$ cat src/rtl/spi_pkg.sv
// Shared definitions for the SPI master: FSM state encoding and mode constants.
package spi_pkg;

    typedef enum logic [2:0] {
        IDLE   = 3'd0,
        SETUP  = 3'd1,
        SCK_HI = 3'd2,
        SCK_LO = 3'd3,
        GAP    = 3'd4
    } state_e;

    // Only mode 0 is implemented; kept here so other modes can be added later.
    localparam logic CPOL = 1'b0;
    localparam logic CPHA = 1'b0;

endpackage

$ cat src/rtl/spi_phase_timer.sv
// Half-period counter for the SPI master: strobes phase_end_o on the last
// cycle of each CLK_DIV-long phase and wraps, so every state starts at count 0.
module spi_phase_timer
    import spi_pkg::*;
#(
    parameter int CLK_DIV = 2
) (
    input  logic clk,
    input  logic rst_n,
    input  logic clr_i,
    output logic phase_end_o
);

    localparam int CW = (CLK_DIV > 1) ? $clog2(CLK_DIV) : 1;

    logic [CW-1:0] cnt_q;
    logic [CW-1:0] cnt_d;

    always_comb begin
        phase_end_o = (cnt_q == CW'(CLK_DIV - 1));
        cnt_d       = cnt_q + 1'b1;
        if (clr_i || phase_end_o) begin
            cnt_d = '0;
        end
    end

    always_ff @(posedge clk or negedge rst_n) begin
        if (!rst_n) begin
            cnt_q <= '0;
        end else begin
            cnt_q <= cnt_d;
        end
    end

endmodule

$ cat src/rtl/spi_master.sv
// SPI mode 0 master: one start pulse runs a WIDTH-bit full-duplex transfer,
// MSB first, returning the received word with a one-cycle done pulse.
module spi_master
    import spi_pkg::*;
#(
    parameter int WIDTH   = 8,
    parameter int CLK_DIV = 2
) (
    input  logic             clk,
    input  logic             rst_n,
    input  logic             start,
    input  logic [WIDTH-1:0] p_in,
    output logic [WIDTH-1:0] p_out,
    output logic             busy,
    output logic             done,
    output logic             sclk,
    output logic             cs,
    output logic             mosi,
    input  logic             miso
);

    localparam int BW = $clog2(WIDTH);

    state_e           state_q, state_d;
    logic [WIDTH-1:0] shift_q, shift_d;
    logic [WIDTH-1:0] p_out_q, p_out_d;
    logic [BW-1:0]    bit_q, bit_d;
    logic             busy_q, busy_d;
    logic             done_q, done_d;
    logic             sclk_q, sclk_d;
    logic             cs_q, cs_d;
    logic             mosi_q, mosi_d;
    logic             phase_end;
    logic             last_bit;

    spi_phase_timer #(.CLK_DIV(CLK_DIV)) u_timer (
        .clk         (clk),
        .rst_n       (rst_n),
        .clr_i       (state_q == IDLE),
        .phase_end_o (phase_end)
    );

    assign last_bit = (bit_q == BW'(WIDTH - 1));

    always_comb begin
        state_d = state_q;
        shift_d = shift_q;
        p_out_d = p_out_q;
        bit_d   = bit_q;
        busy_d  = busy_q;
        done_d  = 1'b0;
        sclk_d  = sclk_q;
        cs_d    = cs_q;
        mosi_d  = mosi_q;
        case (state_q)
            IDLE: begin
                if (start) begin
                    shift_d = p_in;
                    bit_d   = '0;
                    cs_d    = 1'b0;
                    mosi_d  = p_in[WIDTH-1];
                    busy_d  = 1'b1;
                    state_d = SETUP;
                end
            end
            SETUP: begin
                if (phase_end) begin
                    sclk_d  = ~CPOL;
                    shift_d = {shift_q[WIDTH-2:0], miso};
                    state_d = SCK_HI;
                end
            end
            SCK_HI: begin
                // After the shift, the MSB already holds the next bit to send.
                if (phase_end) begin
                    sclk_d = CPOL;
                    if (!last_bit) begin
                        mosi_d = shift_q[WIDTH-1];
                    end
                    state_d = SCK_LO;
                end
            end
            SCK_LO: begin
                if (phase_end) begin
                    if (last_bit) begin
                        cs_d    = 1'b1;
                        done_d  = 1'b1;
                        p_out_d = shift_q;
                        state_d = GAP;
                    end else begin
                        bit_d   = bit_q + 1'b1;
                        sclk_d  = ~CPOL;
                        shift_d = {shift_q[WIDTH-2:0], miso};
                        state_d = SCK_HI;
                    end
                end
            end
            GAP: begin
                if (phase_end) begin
                    busy_d  = 1'b0;
                    state_d = IDLE;
                end
            end
            default: state_d = IDLE;
        endcase
    end

    always_ff @(posedge clk or negedge rst_n) begin
        if (!rst_n) begin
            state_q <= IDLE;
            shift_q <= '0;
            p_out_q <= '0;
            bit_q   <= '0;
            busy_q  <= 1'b0;
            done_q  <= 1'b0;
            sclk_q  <= CPOL;
            cs_q    <= 1'b1;
            mosi_q  <= 1'b0;
        end else begin
            state_q <= state_d;
            shift_q <= shift_d;
            p_out_q <= p_out_d;
            bit_q   <= bit_d;
            busy_q  <= busy_d;
            done_q  <= done_d;
            sclk_q  <= sclk_d;
            cs_q    <= cs_d;
            mosi_q  <= mosi_d;
        end
    end

    assign p_out = p_out_q;
    assign busy  = busy_q;
    assign done  = done_q;
    assign sclk  = sclk_q;
    assign cs    = cs_q;
    assign mosi  = mosi_q;

endmodule

$ cat config.mk
export PLATFORM = sky130hd
export DESIGN_NAME = spi_master
export DESIGN_NICKNAME = d
export VERILOG_FILES = /design/src/rtl/spi_pkg.sv /design/src/rtl/spi_phase_timer.sv /design/src/rtl/spi_master.sv
export SDC_FILE = /design/constraint.sdc
export NUM_CORES = 1
export LEC_CHECK = 0
export BUFFER_PORTS_ARGS = -buffer_cell sky130_fd_sc_hd__buf_2
export CORE_MARGIN = 2
export CORE_UTILIZATION = 49
export CTS_CLUSTER_DIAMETER = 200
export CTS_CLUSTER_SIZE = 12
export DETAILED_ROUTE_END_ITERATION = 10
export PLACE_DENSITY = 0.82
export SYNTH_ARGS = -nofsm -noshare
export SYNTH_HDL_FRONTEND = slang
export SYNTH_SLANG_ARGS = --single-unit
$ cat constraint.sdc
create_clock -name clk -period 1.7 [get_ports clk]
set_clock_uncertainty 0.1 [all_clocks]
set_input_delay 0.34 -clock clk [delete_from_list [all_inputs] [get_ports clk]]
set_output_delay 0.34 -clock clk [all_outputs]
set_load 0.01 [all_outputs]
==> metrics.cfg <==
[status]
status=finished, violations left
violations=setup timing

[global_routing]
grt_first_pass_wirelength_um=4567
overflow=0
antenna_found_initial=0
grtUsageTotal_pct=18.11
grt_pass1_vias=936
grt_max_degree=29

[flow_run]
drv_cap=0

[timing]
layout_min_cycle_time_ns=1.819
fmax_ghz=0.5496
finalCritPeriodShare_pct=107.0
holdWs_ns=0.1823
setup_ws_ns=-0.1194
setup_violations=14
rsz0062_at_grt=true
tightest_slew_ns=0.6042
relSlewSlack_pct=59.72
final-max-slew-violation-count=0
final_hold_viol_count=0

[worst_setup_path]
crit_chain=ha_2, ha_4, and4bb_1, a21o_1, buf_12, mux2_4
crit_family=flip-flops
end_kind=flop
reg2reg_from=bit_q[1]$_DFFE_PN0P_
worstSetupPathType=flop to flop
crit_required_ns=1.83
worstReg2RegEnd=shift_q[5]$_DFFE_PN0P_
worstPathArrival_ns=1.95
rrSetupSlack_ns=-0.12
crit_path_max_incr_delay_ns=0.42
critPathBufInv=1
worst_path_max_delay_cell=dfrtp_1
crit_fanout=8
start_kind=flop
r2r_cells=6

[floorplanning]
row_count=19
die-height_um=57.84
die_area_mm2=0.003345
die_x_um=57.84
num_io_pins=25
initial_utilization_pct=51.50
fp.coreArea_mm2=0.002758

[clock_tree]
numCtsBuffers=3
cts_buffer_depth=2
ctsHtreeMaxLevel=1
clk_pin_slew_ns=0.15
cts-root-buf=clkbuf_4
clk_latency_ns=0.33
cts_tree=built
cts_sinks=28

[yosys]
synth_nets=121
synth_cell_types=35
synth.yosys.seq_area_share_pct=49.43
synth_area_mm2=0.001420
yosysWarnings=0
synthArstFlopShare_pct=100.0
ys_dominant_reg_cell=dfrtp_1
syn_area_per_cell_um2=13.27
synthesis.instances=107
synth-edff-count=0
synth-seq-cells=28

[hold_path]
hold_path.startpoint=start
hold_path_class=primary input to flop
hold_path_depth=4
hold_path_end=cs$_DFFE_PN1P_

[layout]
drive_gt1_share_pct=53.47
fin_nets=159
final_util_pct=63.16
multi_input_area_um2=670.6
syn_to_final_growth_pct=22.64
n_antenna_cell=0
fillers=207
regArea_um2=701.9

[route]
dr_total_vias=956
drtIter0Drc=27
route.detailed.drc=0
routed_via_density=5.463
wirelength_um=2728
ant_nets=0
wire_per_inst_um=15.59
dr.pass1.iters=4

[placement]
port_buffers=24
place.gp.congestion=0.8166
dp_hpwl_um=1842

[pwr]
total_power_mw=3.349
p_leak_nw=0.8844
max-vdd-ir-drop_uv=1248
powerDensity_mw_per_mm2=1923

[registers in the layout, summed over array words and instances, names as in the netlist]
name and count:
shift_q 8, state_q 3, busy 1, p_out 8, mosi 1, cs 1, bit_q 3, u_timer.phase_end_o 1
done 1, sclk 1
[report_power, final]
| group | internal, mW | switching [mW] |
|---|---|---|
| combinational | 1.06 | 0.637 |
| clock | 0.239 | 0.197 |
| sequential | 0.969 | 0.250 |
| total | 2.26 | 1.09 |
[worst min-delay path: cells and delay by family]
kind / cells / cell delay (ns)
AO/OA/AOI/OAI: 1 / 0.06
buffers and inverters: 2 / 0.17
AND/OR/NAND/NOR: 1 / 0.05
[routing by layer]
metal  GRT usage, %  vias to the layer above  share of wire [%]  routed length (µm)
met5              0                        -                  0                   0
met4          6.977                        0                1.4                  38
met3          3.348                        4                3.3                  90
met2          28.41                       25                 49                1344
met1          25.11                      469                 46                1255
li1               -                      458                  -                   -
[cell families (layout without fill, tap and decap cells)]
group                    Yosys count  after routing  share of synthesized area (%)
multiplexers                      28             28                          26.34
flip-flops                        28             28                          49.43
AND/OR/NAND/NOR                   18             19                          8.458
AO/OA/AOI/OAI                     16             16                          7.666
buffers and inverters             14             50                          5.726
adder cells (fa/ha/maj)            2              2                          1.762
XOR/XNOR                           1              1                         0.6169
[cell usage in the layout, fill, tap and decap left out, types with 2 or more instances in the layout]
cell	n
buf_2	24
mux2_4	17
buf_4	14
inv_1	6
a21o_1	2
a211oi_1	2
nor2_1	3
nor2b_1	2
or3_4	2
nand2_1	2
a21oi_1	4
clkbuf_4	3
mux2_2	10
a22o_1	2
dfrtp_1	27
nor3_1	3
[worst max-delay path by stage]
stage / from / to / slack, ns / depth (start not counted)
after global placement: bit_q[1]$_DFFE_PN0P_ / shift_q[2]$_DFFE_PN0P_ / -0.06 / 6
after detailed placement: bit_q[1]$_DFFE_PN0P_ / shift_q[4]$_DFFE_PN0P_ / -0.12 / 6
final: bit_q[1]$_DFFE_PN0P_ / shift_q[5]$_DFFE_PN0P_ / -0.12 / 6
after global routing: bit_q[1]$_DFFE_PN0P_ / shift_q[5]$_DFFE_PN0P_ / -0.16 / 6
after floorplan: bit_q[0]$_DFFE_PN0P_ / shift_q[0]$_DFFE_PN0P_ / -0.08 / 6
after CTS: bit_q[1]$_DFFE_PN0P_ / shift_q[5]$_DFFE_PN0P_ / -0.11 / 6
[synthesized netlist by cell type (2+ instances only)]
library cell | n | area, µm²
dfrtp_1 | 27 | 675.7
mux2_4 | 16 | 240.2
mux2_2 | 11 | 123.9
inv_1 | 6 | 22.52
a21oi_1 | 4 | 20.02
buf_6 | 3 | 33.78
nor2_1 | 3 | 11.26
nor3_1 | 3 | 15.01
a211oi_1 | 2 | 15.01
a21o_1 | 2 | 15.01
a22o_1 | 2 | 17.52
clkbuf_1 | 2 | 7.510
ha_1 | 2 | 25.02
nand2_1 | 2 | 7.510
nor2b_1 | 2 | 12.51
[cell type report]
cell class	count	share of cell area (%)
Clock buffer	3	1.293
Clock inverter	1	1.724
Inverter	6	1.293
Multi-Input combinational cell	66	38.51
Sequential cell	28	40.30
Tap cell	31	2.227
Timing Repair Buffer	40	14.66
[stage by stage]
step,TNS (ns),setup WS (ns),std cells,cell area (µm²)
finish,-1.061,-0.1194,175,1742
global route,-1.905,-0.1649,175,1742
CTS,-1.145,-0.1118,174,1727
detailed placement,-1.429,-0.1193,167,1645
global placement,-0.6526,-0.06332,167,1645
floorplan,-1.125,-0.07873,107,1435
[what timing repair did]
item                                    4_1_cts  5_1_grt
gates cloned                                  1        0
resized for setup                             2        2
setup buffers                                 1        1
pin swaps                                     5        3
endpoints found under the setup margin       19       19
hold endpoints to repair                     27        0
hold buffers                                  1        0
Power figures use the tool's default switching activity.
